File: src/rtl/spi_xfer_fifo.sv
// spi_xfer_fifo: TX/RX byte FIFOs between the SPI register block and the shift engine, with a TX dispatch FSM.
// Define SPI_FIFO_RX_OVERWRITE_EN to make an RX overrun replace the oldest byte instead of dropping the new one.
module spi_xfer_fifo #(
   parameter int DEPTH = 4
) (
   input  logic       clk_i,
   input  logic       rst_ni,
   input  logic       tx_push_i,
   input  logic [7:0] tx_wdata_i,
   input  logic       rx_pop_i,
   output logic [7:0] rx_rdata_o,
   input  logic       flush_i,
   output logic       tx_full_o,
   output logic       tx_empty_o,
   output logic       rx_full_o,
   output logic       rx_empty_o,
   output logic       rx_overrun_o,
   output logic       active_o,
   output logic       eng_tx_valid_o,
   output logic [7:0] eng_tx_data_o,
   input  logic       eng_busy_i,
   input  logic       eng_rx_valid_i,
   input  logic [7:0] eng_rx_data_i
);
   localparam int AW = $clog2(DEPTH);
   localparam int PW = AW + 1;
   localparam logic [PW-1:0] PTR_ONE = PW'(1);

   typedef enum logic [1:0] {IDLE, LAUNCH, WAIT_START, WAIT_DONE} state_e;

   state_e        state_q, state_d;
   logic [PW-1:0] tx_wptr_q, tx_wptr_d, tx_rptr_q, tx_rptr_d;
   logic [PW-1:0] rx_wptr_q, rx_wptr_d, rx_rptr_q, rx_rptr_d;
   logic [7:0]    tx_mem_q [DEPTH];
   logic [7:0]    rx_mem_q [DEPTH];
   logic [7:0]    eng_tx_data_q, eng_tx_data_d;
   logic          rx_overrun_q, rx_overrun_d;
   logic          tx_push_ok, tx_pop_ok, rx_pop_ok, rx_wr_en;

   // The extra pointer MSB tells a full FIFO apart from an empty one.
   assign tx_empty_o = (tx_wptr_q == tx_rptr_q);
   assign tx_full_o  = (tx_wptr_q[AW] != tx_rptr_q[AW]) && (tx_wptr_q[AW-1:0] == tx_rptr_q[AW-1:0]);
   assign rx_empty_o = (rx_wptr_q == rx_rptr_q);
   assign rx_full_o  = (rx_wptr_q[AW] != rx_rptr_q[AW]) && (rx_wptr_q[AW-1:0] == rx_rptr_q[AW-1:0]);

   assign rx_rdata_o    = rx_mem_q[rx_rptr_q[AW-1:0]];
   assign rx_overrun_o  = rx_overrun_q;
   assign eng_tx_data_o = eng_tx_data_q;
   assign active_o      = (state_q != IDLE) || !tx_empty_o;

   always_comb begin
      tx_push_ok = tx_push_i && !tx_full_o && !flush_i;
      tx_pop_ok  = (state_q == IDLE) && !tx_empty_o && !flush_i;
      tx_wptr_d  = tx_wptr_q;
      tx_rptr_d  = tx_rptr_q;
      if (flush_i) begin
         tx_wptr_d = '0;
         tx_rptr_d = '0;
      end else begin
         if (tx_push_ok) tx_wptr_d = tx_wptr_q + PTR_ONE;
         if (tx_pop_ok)  tx_rptr_d = tx_rptr_q + PTR_ONE;
      end
   end

   // A coincident pop frees the slot, so a push onto a full FIFO only overruns without one.
   always_comb begin
      rx_pop_ok    = rx_pop_i && !rx_empty_o;
      rx_wr_en     = 1'b0;
      rx_wptr_d    = rx_wptr_q;
      rx_rptr_d    = rx_rptr_q;
      rx_overrun_d = rx_overrun_q;
      if (flush_i) begin
         rx_wptr_d    = '0;
         rx_rptr_d    = '0;
         rx_overrun_d = 1'b0;
      end else begin
         if (rx_pop_ok) rx_rptr_d = rx_rptr_q + PTR_ONE;
         if (eng_rx_valid_i) begin
            if (!rx_full_o || rx_pop_ok) begin
               rx_wr_en  = 1'b1;
               rx_wptr_d = rx_wptr_q + PTR_ONE;
            end else begin
               rx_overrun_d = 1'b1;
`ifdef SPI_FIFO_RX_OVERWRITE_EN
               rx_wr_en  = 1'b1;
               rx_wptr_d = rx_wptr_q + PTR_ONE;
               rx_rptr_d = rx_rptr_q + PTR_ONE;
`else
               rx_wr_en  = 1'b0;
`endif
            end
         end
      end
   end

   // Flush only abandons a launch that has not been strobed yet; once the engine owns a byte it must finish.
   always_comb begin
      state_d        = state_q;
      eng_tx_data_d  = eng_tx_data_q;
      eng_tx_valid_o = 1'b0;
      case (state_q)
         IDLE: begin
            if (flush_i) begin
               eng_tx_data_d = '0;
            end else if (tx_pop_ok) begin
               eng_tx_data_d = tx_mem_q[tx_rptr_q[AW-1:0]];
               state_d       = LAUNCH;
            end
         end
         LAUNCH: begin
            if (flush_i) begin
               eng_tx_data_d = '0;
               state_d       = IDLE;
            end else begin
               eng_tx_valid_o = 1'b1;
               state_d        = WAIT_START;
            end
         end
         WAIT_START: if (eng_busy_i)  state_d = WAIT_DONE;
         WAIT_DONE:  if (!eng_busy_i) state_d = IDLE;
         default:    state_d = IDLE;
      endcase
   end

   always_ff @(posedge clk_i or negedge rst_ni) begin
      if (!rst_ni) begin
         state_q       <= IDLE;
         tx_wptr_q     <= '0;
         tx_rptr_q     <= '0;
         rx_wptr_q     <= '0;
         rx_rptr_q     <= '0;
         eng_tx_data_q <= '0;
         rx_overrun_q  <= 1'b0;
      end else begin
         state_q       <= state_d;
         tx_wptr_q     <= tx_wptr_d;
         tx_rptr_q     <= tx_rptr_d;
         rx_wptr_q     <= rx_wptr_d;
         rx_rptr_q     <= rx_rptr_d;
         eng_tx_data_q <= eng_tx_data_d;
         rx_overrun_q  <= rx_overrun_d;
      end
   end

   // Byte storage is deliberately left unreset.
   always_ff @(posedge clk_i) begin
      if (tx_push_ok) tx_mem_q[tx_wptr_q[AW-1:0]] <= tx_wdata_i;
      if (rx_wr_en)   rx_mem_q[rx_wptr_q[AW-1:0]] <= eng_rx_data_i;
   end

endmodule
File: config.mk
export PLATFORM = sky130hd
export DESIGN_NAME = spi_xfer_fifo
export DESIGN_NICKNAME = d
export VERILOG_FILES = /design/src/rtl/spi_xfer_fifo.sv
export SDC_FILE = /design/constraint.sdc
export NUM_CORES = 1
export LEC_CHECK = 0
export ABC_AREA = 1
export CAP_MARGIN = 30
export CORE_ASPECT_RATIO = 0.8
export CORE_MARGIN = 10
export CORE_UTILIZATION = 30
export CTS_BUF_LIST = sky130_fd_sc_hd__clkbuf_4 sky130_fd_sc_hd__clkbuf_8
export CTS_CLUSTER_DIAMETER = 100
export DETAILED_ROUTE_END_ITERATION = 6
export PLACE_DENSITY = 0.5
export SKIP_LAST_GASP = 1
export SYNTH_ARGS = -nofsm -noshare
export SYNTH_HDL_FRONTEND = slang
export SYNTH_SLANG_ARGS = --single-unit
File: constraint.sdc
create_clock -name clk_i -period 3.2 [get_ports clk_i]
set_clock_uncertainty 0.05 [all_clocks]
set_input_delay 0.64 -clock clk_i [delete_from_list [all_inputs] [get_ports clk_i]]
set_output_delay 0.64 -clock clk_i [all_outputs]
set_load 0.01 [all_outputs]
==> metrics <==
static leakage 1.97 nW; fraction of post-synthesis cell area in the top cell type by area 49.8%; last weighted congestion value of the routability-driven placer 0.754; Horiz. Die Dim 147 um; Site Rows 36; diode insertion count for antenna repair 0; quantity of gates resized following cts 0; largest cells by area after synthesis edfxtp_1, dfrtp_1, nand2_1; Synthesis Warnings 0; number of clock sinks seen by CTS 87; global-route usage over all layers 9.93%; min cycle time layout 2.92 ns; pin slew with the least headroom to its limit 0.578 ns; number of remaining DRC errors 0; count of hold buffers inserted by post-cts repair 0; wire length of the first global-routing pass 14100 um; critical-path maximum fanout 12; combined area of all synthesized cells 0.00386 mm2; Area Overhead vs Synth 23.6%; placeable core region 0.0124 mm2; router iterations before antenna repair 4; Critical Setup Path Class reg2out; net count of the finished layout 454; floorplan die height 121 um; fraction of final layout cells sized beyond drive strength 1 9.15%; root buf cell clkbuf_8; later-pin clock latency in the skew report 0.36 ns; count of different cell masters after synthesis 29; CP Launch Type flop; final worst-path cycle share 91.1%; Final setup violation count 0; net count of the mapped netlist 397; dominant cell type by area after synthesis edfxtp_1; H-tree depth reported by CTS 3; power per standard cell area 662 mW/mm2; number of design-rule violations left by the first detailed-router iteration 191; Die Area 0.0178 mm2; Post-Syn Instances 364; number of routed nets with antenna violations 0; clock tree from TritonCTS built; outcome completed; Hold/Removal Path Class reg2reg; port bufs 45; achievable clock frequency 0.343 GHz; top cells by count, synth nand2_1, edfxtp_1, nand3_1; sequential element share of the synthesized area 64.7%; number of I/O pins 46; average wire length per cell after detail routing 14.2 um; post-detailed-routing wire length 8490 um; number of vias after detailed routing 2650; number of max-capacitance violations reported 0; max-slew violations 0; endpoint class of the critical path primary output; Avg Cell Area, Syn 10.6 um2; async set-or-reset flop fraction in the synthesized netlist 26.4%; post-CTS setup repair buffer count 0; pin count of the biggest net entering global routing 27; data required time of the worst path 2.51 ns; most used flip-flop cell after synthesis edfxtp_1; number of flops mapped to enable cells by yosys 64; number of buffers between clock root and the deepest sink 2; Initial Utilization 31.2%; overall overflow remaining after global route 0; RSZ-0062 raised after global routing false; initial antenna violation count 0; Peak supply drop 0.208 mV; Fin. Hold Viols 0; setup TNS 0 ns; routed via count divided by cell count 4.44; number of global-route vias before repair 2643; TritonCTS buffer count 9; clock edge transition at the registers on the reported setup and hold paths 0.09 ns; Util after Layout 38.5%; data arrival time at the worst-slack endpoint 2.23 ns; post-synthesis sequential element count 87; HPWL reported at the end of detailed placement 5980 um; worst hold slack 0.463 ns; headroom to the max-slew limit 61.5%; most instantiated library cell after synthesis nand2_1
==> critical path, stage by stage, from the launching register on <==
cell             delay, ns
dfrtp_1               0.55
inv_1                 0.27
nand2_1               0.11
nand2_1               0.07
nor2_1                0.14
nand2_1               0.12
inv_1                 0.07
clkdlybuf4s50_1       0.53
==> sequential cells by signal, indices dropped and copies added, names as in the netlist, named ones only <==
| name | count |
|---|---|
| rx_wptr_q | 3 |
| rx_rptr_q | 3 |
| eng_tx_data_o | 8 |
| rx_overrun_o | 1 |
| tx_wptr_q | 3 |
| rx_mem_q | 32 |
| tx_mem_q | 32 |
| state_q | 1 |
| tx_rptr_q | 3 |
==> kinds of logic (layout without fill, tap and decap cells) <==
logic type / Yosys count / after routing / synth area share (%)
simple gates: 174 / 174 / 19.5
flops: 87 / 87 / 64.7
buf+inv: 45 / 107 / 5.51
compound gates: 44 / 44 / 5.96
fa+ha+maj: 10 / 10 / 3.24
xor+xnor: 4 / 4 / 1.10
==> path summary, 6_finish.rpt <==
check                                      start               end  cells past startpoint  slack [ns]
worst max-delay path                rx_rptr_q[1]        rx_empty_o                      7        0.28
worst min-delay path            eng_tx_data_o[0]  eng_tx_data_o[0]                      2        0.46
worst max register to register      rx_rptr_q[1]    rx_mem_q[1][0]                      7        1.18
worst min register to register  eng_tx_data_o[0]  eng_tx_data_o[0]                      2        0.46
max in group asynchronous                 rst_ni      tx_wptr_q[2]                      2        2.27
min in group asynchronous                 rst_ni  eng_tx_data_o[0]                      2        0.59
==> through the flow <==
step | cells | setup slack, ns | instance area, um2 | total power (W)
after global routing | 597 | 0.0210 | 4770 | 0.00337
final | 597 | 0.284 | 4770 | 0.00316
after CTS | 597 | 0.239 | 4770 | 0.00320
after global placement | 581 | 0.645 | 4550 | 0.00232
after detailed placement | 581 | 0.624 | 4550 | 0.00233
after floorplan | 364 | 1.38 | 3860 | 0.00196
==> power breakdown <==
part	total, W	switching [W]	leakage (nW)	internal, W
clock	0.000870	0.000420	0.116	0.000451
sequential	0.00137	0.0000742	0.888	0.00130
combinational	0.000917	0.000538	0.970	0.000379
total	0.00316	0.00103	1.97	0.00213
==> per-layer routing <==
metal / routed length [um] / GRT usage (%) / part of all wire [%] / vias to the layer above
met3: 377 / 3.58 / 4.4 / 6
met4: 83 / 2.62 / 0.98 / 0
met2: 3760 / 15.3 / 44 / 44
met1: 4270 / 13.0 / 50 / 1248
met5: 0 / 0 / 0 / -
li1: - / - / - / 1352
==> cell type report <==
cell class              instances  area, um2
clock inverters                 7        103
repair buffers                 59        556
flip-flops and latches         87       2500
fillers                      1189       7610
inverters                      32        128
clock buffers                   9        124
well taps                     171        214
multi-input cells             232       1150
==> layout by cell type (no fill, tap or decap), types with 10 or more instances in the layout <==
cell	count
edfxtp_1	64
inv_1	28
a21oi_1	17
o21ai_0	19
nor2_1	33
nand2_1	89
buf_4	14
dfrtp_1	23
nand3_1	34
nand4_1	10
clkdlybuf4s50_1	45
ha_1	10
No activity file was read; power rests on OpenSTA's default activity.
